`src/rtl/nibble_serial_add_sub_ctrl.sv`:
```
// Wide add/subtract sequencer: one 4-bit add/sub slice time-multiplexed LS nibble first,
// with the inter-nibble carry held in a register; start/done handshake to the requester.
module nibble_serial_add_sub_ctrl #(
    parameter int unsigned NIBBLES = 4
) (
    input  logic                 clk,
    input  logic                 rst,
    input  logic                 start,
    input  logic [4*NIBBLES-1:0] a,
    input  logic [4*NIBBLES-1:0] b,
    input  logic                 mode,
    output logic                 busy,
    output logic                 done,
    output logic [4*NIBBLES-1:0] result,
    output logic                 cout,
    output logic                 overflow
);
    localparam int unsigned W  = 4 * NIBBLES;
    localparam int unsigned IW = $clog2(NIBBLES);

    typedef enum logic [1:0] {
        IDLE = 2'd0,
        RUN  = 2'd1,
        DONE = 2'd2
    } state_t;

    state_t         state_q, state_d;
    logic [IW-1:0]  idx_q, idx_d;
    logic           carry_q, carry_d;
    logic [W-1:0]   a_q, a_d;
    logic [W-1:0]   b_q, b_d;
    logic           mode_q, mode_d;
    logic [W-1:0]   result_q, result_d;
    logic           cout_q, cout_d;
    logic           overflow_q, overflow_d;
    logic           busy_q, busy_d;
    logic           done_q, done_d;

    logic [3:0]     a_nib, b_nib;
    logic [4:0]     sum;
    logic [3:0]     low_sum;
    logic           last;

    // Shared 4-bit slice: B is inverted for subtract, carry-in comes from the carry register.
    always_comb begin
        a_nib   = a_q[{idx_q, 2'b00} +: 4];
        b_nib   = b_q[{idx_q, 2'b00} +: 4] ^ {4{mode_q}};
        sum     = {1'b0, a_nib} + {1'b0, b_nib} + {4'b0000, carry_q};
        low_sum = {1'b0, a_nib[2:0]} + {1'b0, b_nib[2:0]} + {3'b000, carry_q};
        last    = (idx_q == IW'(NIBBLES - 1));
    end

    always_comb begin
        state_d    = state_q;
        idx_d      = idx_q;
        carry_d    = carry_q;
        a_d        = a_q;
        b_d        = b_q;
        mode_d     = mode_q;
        result_d   = result_q;
        cout_d     = cout_q;
        overflow_d = overflow_q;
        busy_d     = 1'b0;
        done_d     = 1'b0;

        case (state_q)
            IDLE, DONE: begin
                if (start) begin
                    state_d  = RUN;
                    a_d      = a;
                    b_d      = b;
                    mode_d   = mode;
                    idx_d    = '0;
                    carry_d  = mode;
                    result_d = '0;
                    busy_d   = 1'b1;
                end else begin
                    state_d = IDLE;
                end
            end
            RUN: begin
                result_d[{idx_q, 2'b00} +: 4] = sum[3:0];
                carry_d = sum[4];
                if (last) begin
                    state_d    = DONE;
                    cout_d     = sum[4];
                    overflow_d = low_sum[3] ^ sum[4];
                    done_d     = 1'b1;
                end else begin
                    idx_d  = idx_q + IW'(1);
                    busy_d = 1'b1;
                end
            end
            default: state_d = IDLE;
        endcase
    end

    always_ff @(posedge clk) begin
        if (rst) begin
            state_q    <= IDLE;
            idx_q      <= '0;
            carry_q    <= 1'b0;
            a_q        <= '0;
            b_q        <= '0;
            mode_q     <= 1'b0;
            result_q   <= '0;
            cout_q     <= 1'b0;
            overflow_q <= 1'b0;
            busy_q     <= 1'b0;
            done_q     <= 1'b0;
        end else begin
            state_q    <= state_d;
            idx_q      <= idx_d;
            carry_q    <= carry_d;
            a_q        <= a_d;
            b_q        <= b_d;
            mode_q     <= mode_d;
            result_q   <= result_d;
            cout_q     <= cout_d;
            overflow_q <= overflow_d;
            busy_q     <= busy_d;
            done_q     <= done_d;
        end
    end

    assign busy     = busy_q;
    assign done     = done_q;
    assign result   = result_q;
    assign cout     = cout_q;
    assign overflow = overflow_q;

endmodule

```
`config.mk`:
```
export PLATFORM = sky130hd
export DESIGN_NAME = nibble_serial_add_sub_ctrl
export DESIGN_NICKNAME = d
export VERILOG_FILES = /design/src/rtl/nibble_serial_add_sub_ctrl.sv
export SDC_FILE = /design/constraint.sdc
export NUM_CORES = 1
export LEC_CHECK = 0
export ABC_CLOCK_PERIOD_IN_PS = 3900
export CAP_MARGIN = 20
export CORE_MARGIN = 3
export CORE_UTILIZATION = 54
export DETAILED_ROUTE_END_ITERATION = 10
export PLACE_DENSITY = 0.85
export REMOVE_ABC_BUFFERS = 1
export SLEW_MARGIN = 10
export SYNTH_ARGS = -nofsm -noshare
export SYNTH_HDL_FRONTEND = slang
export SYNTH_SLANG_ARGS = --single-unit
```
`constraint.sdc`:
```
create_clock -name clk -period 3.9 [get_ports clk]
set_input_delay 0.585 -clock clk [delete_from_list [all_inputs] [get_ports clk]]
set_output_delay 0.585 -clock clk [all_outputs]
set_load 0.05 [all_outputs]
```
==> run summary, run 1 <==
Die outline height: 74.3 um
Maximum number of pins on one net before global-route repair: 59
Combined area of the multi-input logic cells: 1240 um2
Tightest Pin Transition: 1.01 ns
Total Nets Final: 381
Maximum clock insertion buffer count: 2
Total area of sequential cells: 1160 um2
Half-perimeter wire length after placement: 3680 um
Number of global-route vias before repair: 1910
Fraction of power consumed by sequential logic: 0.474
Port-buffer cells: 55
Global-route wire length before repair: 8700 um
Data required, critical path: 4.14 ns
Relative slew slack: 0.325
Number of distinct library cells after synthesis: 28
Post-route clock period utilization: 0.746
DR WL/cell: 13.7 um
Global-route total usage across every layer: 0.213
Number of nets with antenna violations after detailed routing: 0
Inserted Diodes: 0
Clock network latency to the later pin of the worst-skew pair: 0.33 ns
Internal Pwr Total: 0.994 mW
Die W: 74.3 um
Number of fillers in the final layout: 353
Count of TritonRoute iterations in the first routing pass: 4
Total negative slack for setup checks: 0 ns
GRT overflow: 0
Arrival time reported for the critical path endpoint: 3.15 ns
Kind of launch point of the worst setup path: flop
Status: finished clean
Proportion of layout cells with a drive suffix above 1: 0.0938
Clock slew at reported path FFs: 0.06 ns
Sink Count: 58
Synth warnings: 0
Number of clock buffers inserted by TritonCTS: 9
Number of hold buffers added after CTS: 0
Comb power frac: 0.154
Number of top-level pins: 56
Most instantiated cells after synthesis: sky130_fd_sc_hd__nand2_1, sky130_fd_sc_hd__dfxtp_1, sky130_fd_sc_hd__a21oi_1
Setup repair after global routing missed its margin: no
Number of antenna violations at the first check in global routing: 0
Count of final setup violators: 0
Final Hold Vio Count: 0
Clk Tree Root Cell: sky130_fd_sc_hd__clkbuf_8
P&R area growth vs syn: 29.0%
Post-Synthesis Cells: 285
Worst slack at placement: 0.982 ns
Share of total power consumed by net switching: 0.263
Post-route DRC violation count: 0
Class of the worst hold path: flop to flop
Cell type with the highest aggregate area in the netlist: sky130_fd_sc_hd__dfxtp_1
Share of power burned in the clock network: 0.372
TritonCTS clock tree: done
Top flip-flop cell by instance count after synthesis: sky130_fd_sc_hd__dfxtp_1
Leakage power: 1.21 nW
Peak supply drop: 0.000191 V
Critical Path Sink Type: flop
Vias after detailed routing: 2094
Area of the core region: 4440 um2
Number of synthesized flops with an enable pin: 0
Dominant cell by count in the synthesized netlist: sky130_fd_sc_hd__nand2_1
Flop and latch count out of synthesis: 58
Vias per Instance: 5.33
Initial Util: 0.568
H-tree depth: 3
Fmax: 0.344 GHz
Wirelength, routed: 5370 um
Share of the synthesized area in the top cell type: 0.460
Post-layout minimum cycle time: 2.91 ns
Net load switching power: 0.354 mW
Count of cells resized by post-cts repair: 0
Post-CTS setup-driven buffer insertion count: 0
Async set-reset flop share out of synthesis: 0
Syn avg cell area: 8.85 um2
Largest driver fanout on the critical path: 8
Setup clock skew after layout: 0.00703 ns
Leading post-synthesis cells by cell area: sky130_fd_sc_hd__dfxtp_1, sky130_fd_sc_hd__nand2_1, sky130_fd_sc_hd__a21oi_1
Total of max-cap violations: 0
Iteration-0 DRC Markers: 141
Post-synth design cell area: 2520 um2
Power density of the placed cells: 414 nW/um2
Fin. max-slew vios: 0
Final setup slack of the worst path: 0.990 ns
Die area: 5530 um2
Kind of critical path: flop to flop
Placer's final routability congestion estimate: 0.881
Share of the yosys chip area belonging to registers: 0.460
Total number of placement rows: 24
-- critical path, stage by stage, from the launching register on --
cell and delay, ns:
sky130_fd_sc_hd__dfxtp_1 0.61, sky130_fd_sc_hd__mux4_2 0.58, sky130_fd_sc_hd__xnor2_1 0.16, sky130_fd_sc_hd__fa_1 0.41, sky130_fd_sc_hd__fa_1 0.42, sky130_fd_sc_hd__nor2b_1 0.12
sky130_fd_sc_hd__o21ai_0 0.08, sky130_fd_sc_hd__nand2b_1 0.13, sky130_fd_sc_hd__xnor2_1 0.09, sky130_fd_sc_hd__a211oi_1 0.22
-- worst paths after layout --
kind	slack, ns	cells past startpoint	to	start
min reg2reg	0.46	2	a_q[4]	a_q[4]
max	0.99	9	overflow	idx_q[0]
min	0.46	2	a_q[4]	a_q[4]
max reg2reg	0.99	9	overflow	idx_q[0]
-- power groups by stage --
| stage | Combinational (mW) | Clock (mW) | Sequential (mW) |
|---|---|---|---|
| floorplan | 0.112 | 0 | 0.661 |
| global placement | 0.203 | 0 | 0.651 |
| detailed placement | 0.207 | 0 | 0.652 |
| CTS | 0.208 | 0.511 | 0.639 |
| global route | 0.229 | 0.537 | 0.643 |
| finish | 0.207 | 0.502 | 0.639 |
-- flip-flops by register name, summed over array words and instances, names as in the netlist --
| signal | count |
|---|---|
| result | 16 |
| b_q | 16 |
| mode_q | 1 |
| cout | 1 |
| done | 1 |
| busy | 1 |
| a_q | 16 |
| carry_q | 1 |
| overflow | 1 |
| state_q | 2 |
| idx_q | 2 |
-- final cells by class --
cell class | count | area share
sequential | 58 | 0.357
inverter | 9 | 0.0104
tap | 52 | 0.0200
clock inverter | 2 | 0.00308
multi-input combinational | 200 | 0.382
clock buffer | 14 | 0.0531
timing repair buffer | 58 | 0.175
-- cells in the final DEF (no fill, tap or decap), types with 4 or more instances in the layout --
cell type                         Yosys  routed
sky130_fd_sc_hd__nand2_1             72      72
sky130_fd_sc_hd__dfxtp_1             58      58
sky130_fd_sc_hd__clkdlybuf4s50_1      0      54
sky130_fd_sc_hd__a21oi_1             38      38
sky130_fd_sc_hd__nor2_1              30      30
sky130_fd_sc_hd__a22oi_1             16      16
sky130_fd_sc_hd__clkbuf_8             0      12
sky130_fd_sc_hd__inv_1                9       9
sky130_fd_sc_hd__mux4_2               8       8
sky130_fd_sc_hd__ha_1                 7       7
sky130_fd_sc_hd__xor2_1               4       4
-- routing by layer --
metal | vias to the layer above | part of all wire | GRT usage
met1 | 961 | 0.45 | 0.258
met2 | 62 | 0.46 | 0.333
li1 | 1054 | - | -
met3 | 17 | 0.051 | 0.0622
met5 | - | 0 | 0
met4 | 0 | 0.034 | 0.134
-- cell families after synthesis --
logic type / after synthesis / share of synthesized area
simple gates: 118 / 0.212
compound gates: 58 / 0.133
flops: 58 / 0.460
buf+inv: 27 / 0.0481
fa+ha+maj: 9 / 0.0506
mux: 8 / 0.0714
xor+xnor: 7 / 0.0243
-- per-stage QoR --
stage / utilization / power (mW) / hold WS, ns / std cells / instance area (um2)
CTS: 0.732 / 1.36 / 0.454 / 393 / 3250
floorplan: - / 0.772 / 0.427 / 267 / 2430
global placement: 0.691 / 0.854 / 0.441 / 377 / 3070
global route: 0.732 / 1.41 / 0.473 / 393 / 3250
detailed placement: 0.691 / 0.859 / 0.445 / 377 / 3070
finish: 0.732 / 1.35 / 0.455 / 393 / 3250
(Power assumes the default switching activity.)
==> run 2, diff against run 1 <==
--- a/config.mk
+++ b/config.mk
@@ -5,12 +5,12 @@
 export SDC_FILE = /design/constraint.sdc
 export NUM_CORES = 1
 export LEC_CHECK = 0
-export ABC_CLOCK_PERIOD_IN_PS = 3900
+export ABC_CLOCK_PERIOD_IN_PS = 2700
 export CAP_MARGIN = 20
 export CORE_MARGIN = 3
-export CORE_UTILIZATION = 54
+export CORE_UTILIZATION = 50
 export DETAILED_ROUTE_END_ITERATION = 10
-export PLACE_DENSITY = 0.85
+export PLACE_DENSITY = 0.79
 export REMOVE_ABC_BUFFERS = 1
 export SLEW_MARGIN = 10
 export SYNTH_ARGS = -nofsm -noshare
==> constraint.sdc (replaced) <==
create_clock -name clk -period 2.7 [get_ports clk]
set_input_delay 0.405 -clock clk [delete_from_list [all_inputs] [get_ports clk]]
set_output_delay 0.405 -clock clk [all_outputs]
set_load 0.05 [all_outputs]
==> run 2 against run 1 <==
Net effect:
- clock power grew 88%
- fmax is 15% higher
- hold slack worse by 0.0033 ns
- combinational power grew 57%
- sequential cell count did not move
- setup slack worse by 0.82 ns
- non-clock buffer count grew 5
- clock skew down 0.0022 ns
- clock-buffer cell count shrank 2
- global-route usage fell by 1.4 points
- die area rose by 7.3%
- sequential share of layout area decreased by 1.4 points
==> run summary, run 2 (synthesis results as in run 1) <==
Kind of critical path: flop to flop
Wirelength, routed: 5540 um
Global-route total usage across every layer: 0.199
Largest driver fanout on the critical path: 3
Leading cell types in the layout, fill and taps excluded: sky130_fd_sc_hd__nand2_1, sky130_fd_sc_hd__dfxtp_1, sky130_fd_sc_hd__clkdlybuf4s50_1
Total of max-cap violations: 0
Die W: 77.0 um
Half-perimeter wire length after placement: 3760 um
Post-route DRC violation count: 0
Fin. max-slew vios: 0
Power after layout: 2.19 mW
Arrival time reported for the critical path endpoint: 2.80 ns
Total Nets Final: 386
Tightest Pin Transition: 0.976 ns
Post-layout minimum cycle time: 2.53 ns
Vias per Instance: 5.12
Data required, critical path: 2.96 ns
Count of TritonRoute iterations in the first routing pass: 4
Number of global-route vias before repair: 2039
Port-buffer cells: 55
Leakage power: 1.27 nW
Maximum clock insertion buffer count: 2
Iteration-0 DRC Markers: 129
Number of nets with antenna violations after detailed routing: 0
Fmax: 0.395 GHz
Number of fillers in the final layout: 376
Total negative slack for setup checks: 0 ns
Inserted Diodes: 0
Clk Tree Root Cell: sky130_fd_sc_hd__clkbuf_8
Worst slack at placement: 0.101 ns
Global-route wire length before repair: 9290 um
Most frequent standard cell in the layout excluding fill and tap cells: sky130_fd_sc_hd__nand2_1
H-tree depth: 3
Final Non-Filler Cells: 413
Worst min-delay path startpoint: a_q[9]
Launch point of the worst reg-to-reg path: idx_q[0]
Clock slew at reported path FFs: 0.07 ns
Final setup slack of the worst path: 0.166 ns
GRT overflow: 0
Peak supply drop: 0.000384 V
Vias after detailed routing: 2116
Kind of launch point of the worst setup path: flop
Post-route clock period utilization: 0.939
Number of antenna violations at the first check in global routing: 0
Setup clock skew after layout: 0.00481 ns
Final Hold Vio Count: 0
Power density of the placed cells: 645 nW/um2
Placed cells: 396
TritonCTS clock tree: done
Relative slew slack: 0.349
Number of top-level pins: 56
Die area: 5930 um2
Placer's final routability congestion estimate: 0.792
Area of the core region: 4790 um2
Proportion of layout cells with a drive suffix above 1: 0.127
Clock network latency to the later pin of the worst-skew pair: 0.34 ns
Die outline height: 77.0 um
Number of hold buffers added after CTS: 0
Maximum number of pins on one net before global-route repair: 59
Class of the worst hold path: flop to flop
Initial Util: 0.527
DR WL/cell: 13.4 um
Share of the core filled with cells: 0.708
Critical Path Sink Type: flop
Total number of placement rows: 25
Count of final setup violators: 0
Number of clock buffers inserted by TritonCTS: 9
Beginning of the critical path: idx_q[0]
P&R area growth vs syn: 34.3%
Sink Count: 58
Status: finished clean
run 2: report_power, final:
part | total, mW | leakage, nW | switching, mW | internal, mW
clock network | 0.942 | 0.119 | 0.349 | 0.593
registers | 0.918 | 0.474 | 0.0227 | 0.895
logic | 0.325 | 0.678 | 0.176 | 0.149
run 2: layout make-up:
cell class	count	area (um2)	area share
flip-flops and latches	58	1160	0.343
clock buffers	12	165	0.0488
inverters	9	33.8	0.00997
repair buffers	63	606	0.179
well taps	67	83.8	0.0248
multi-input cells	200	1260	0.373
clock inverters	4	72.6	0.0214
run 2: final timing paths:
kind             end  slack, ns  depth (start not counted)
min reg2reg   a_q[9]       0.45                          2
max reg2reg  carry_q       0.17                         10
max          carry_q       0.17                         10
min           a_q[9]       0.45                          2
run 2: routing by layer:
| metal | track usage | wire length [um] |
|---|---|---|
| met3 | 0.0516 | 300 |
| met4 | 0.0979 | 81 |
| met5 | 0 | 0 |
| met1 | 0.227 | 2350 |
| met2 | 0.343 | 2800 |
run 2: critical path, stage by stage (launching register included):
cell	delay (ns)
sky130_fd_sc_hd__dfxtp_2	0.35
sky130_fd_sc_hd__mux4_2	0.50
sky130_fd_sc_hd__xnor2_1	0.15
sky130_fd_sc_hd__fa_1	0.42
sky130_fd_sc_hd__fa_2	0.39
sky130_fd_sc_hd__nor2b_1	0.13
sky130_fd_sc_hd__o21ai_0	0.08
sky130_fd_sc_hd__nand2b_1	0.11
sky130_fd_sc_hd__buf_4	0.12
sky130_fd_sc_hd__nand2_1	0.06
sky130_fd_sc_hd__a31oi_1	0.15
run 2: metrics by stage:
| step | instance area (um2) | hold slack, ns |
|---|---|---|
| detailed placement | 3120 | 0.447 |
| floorplan | 2430 | 0.427 |
| CTS | 3360 | 0.456 |
| global route | 3390 | 0.469 |
| finish | 3390 | 0.452 |
| global placement | 3120 | 0.440 |
run 2: what timing repair did:
action	in CTS	in global routing
setup endpoints to repair	0	9
resized for setup	0	5
buffers inserted	0	1
==> run 3, diff against run 2 <==
--- a/config.mk
+++ b/config.mk
@@ -12,7 +12,7 @@
 export DETAILED_ROUTE_END_ITERATION = 10
 export PLACE_DENSITY = 0.79
 export REMOVE_ABC_BUFFERS = 1
-export SLEW_MARGIN = 10
+export SLEW_MARGIN = 20
 export SYNTH_ARGS = -nofsm -noshare
 export SYNTH_HDL_FRONTEND = slang
 export SYNTH_SLANG_ARGS = --single-unit
==> results of run 3 <==
Same layout as run 2: the final DEF is identical, and so are final timing and power.
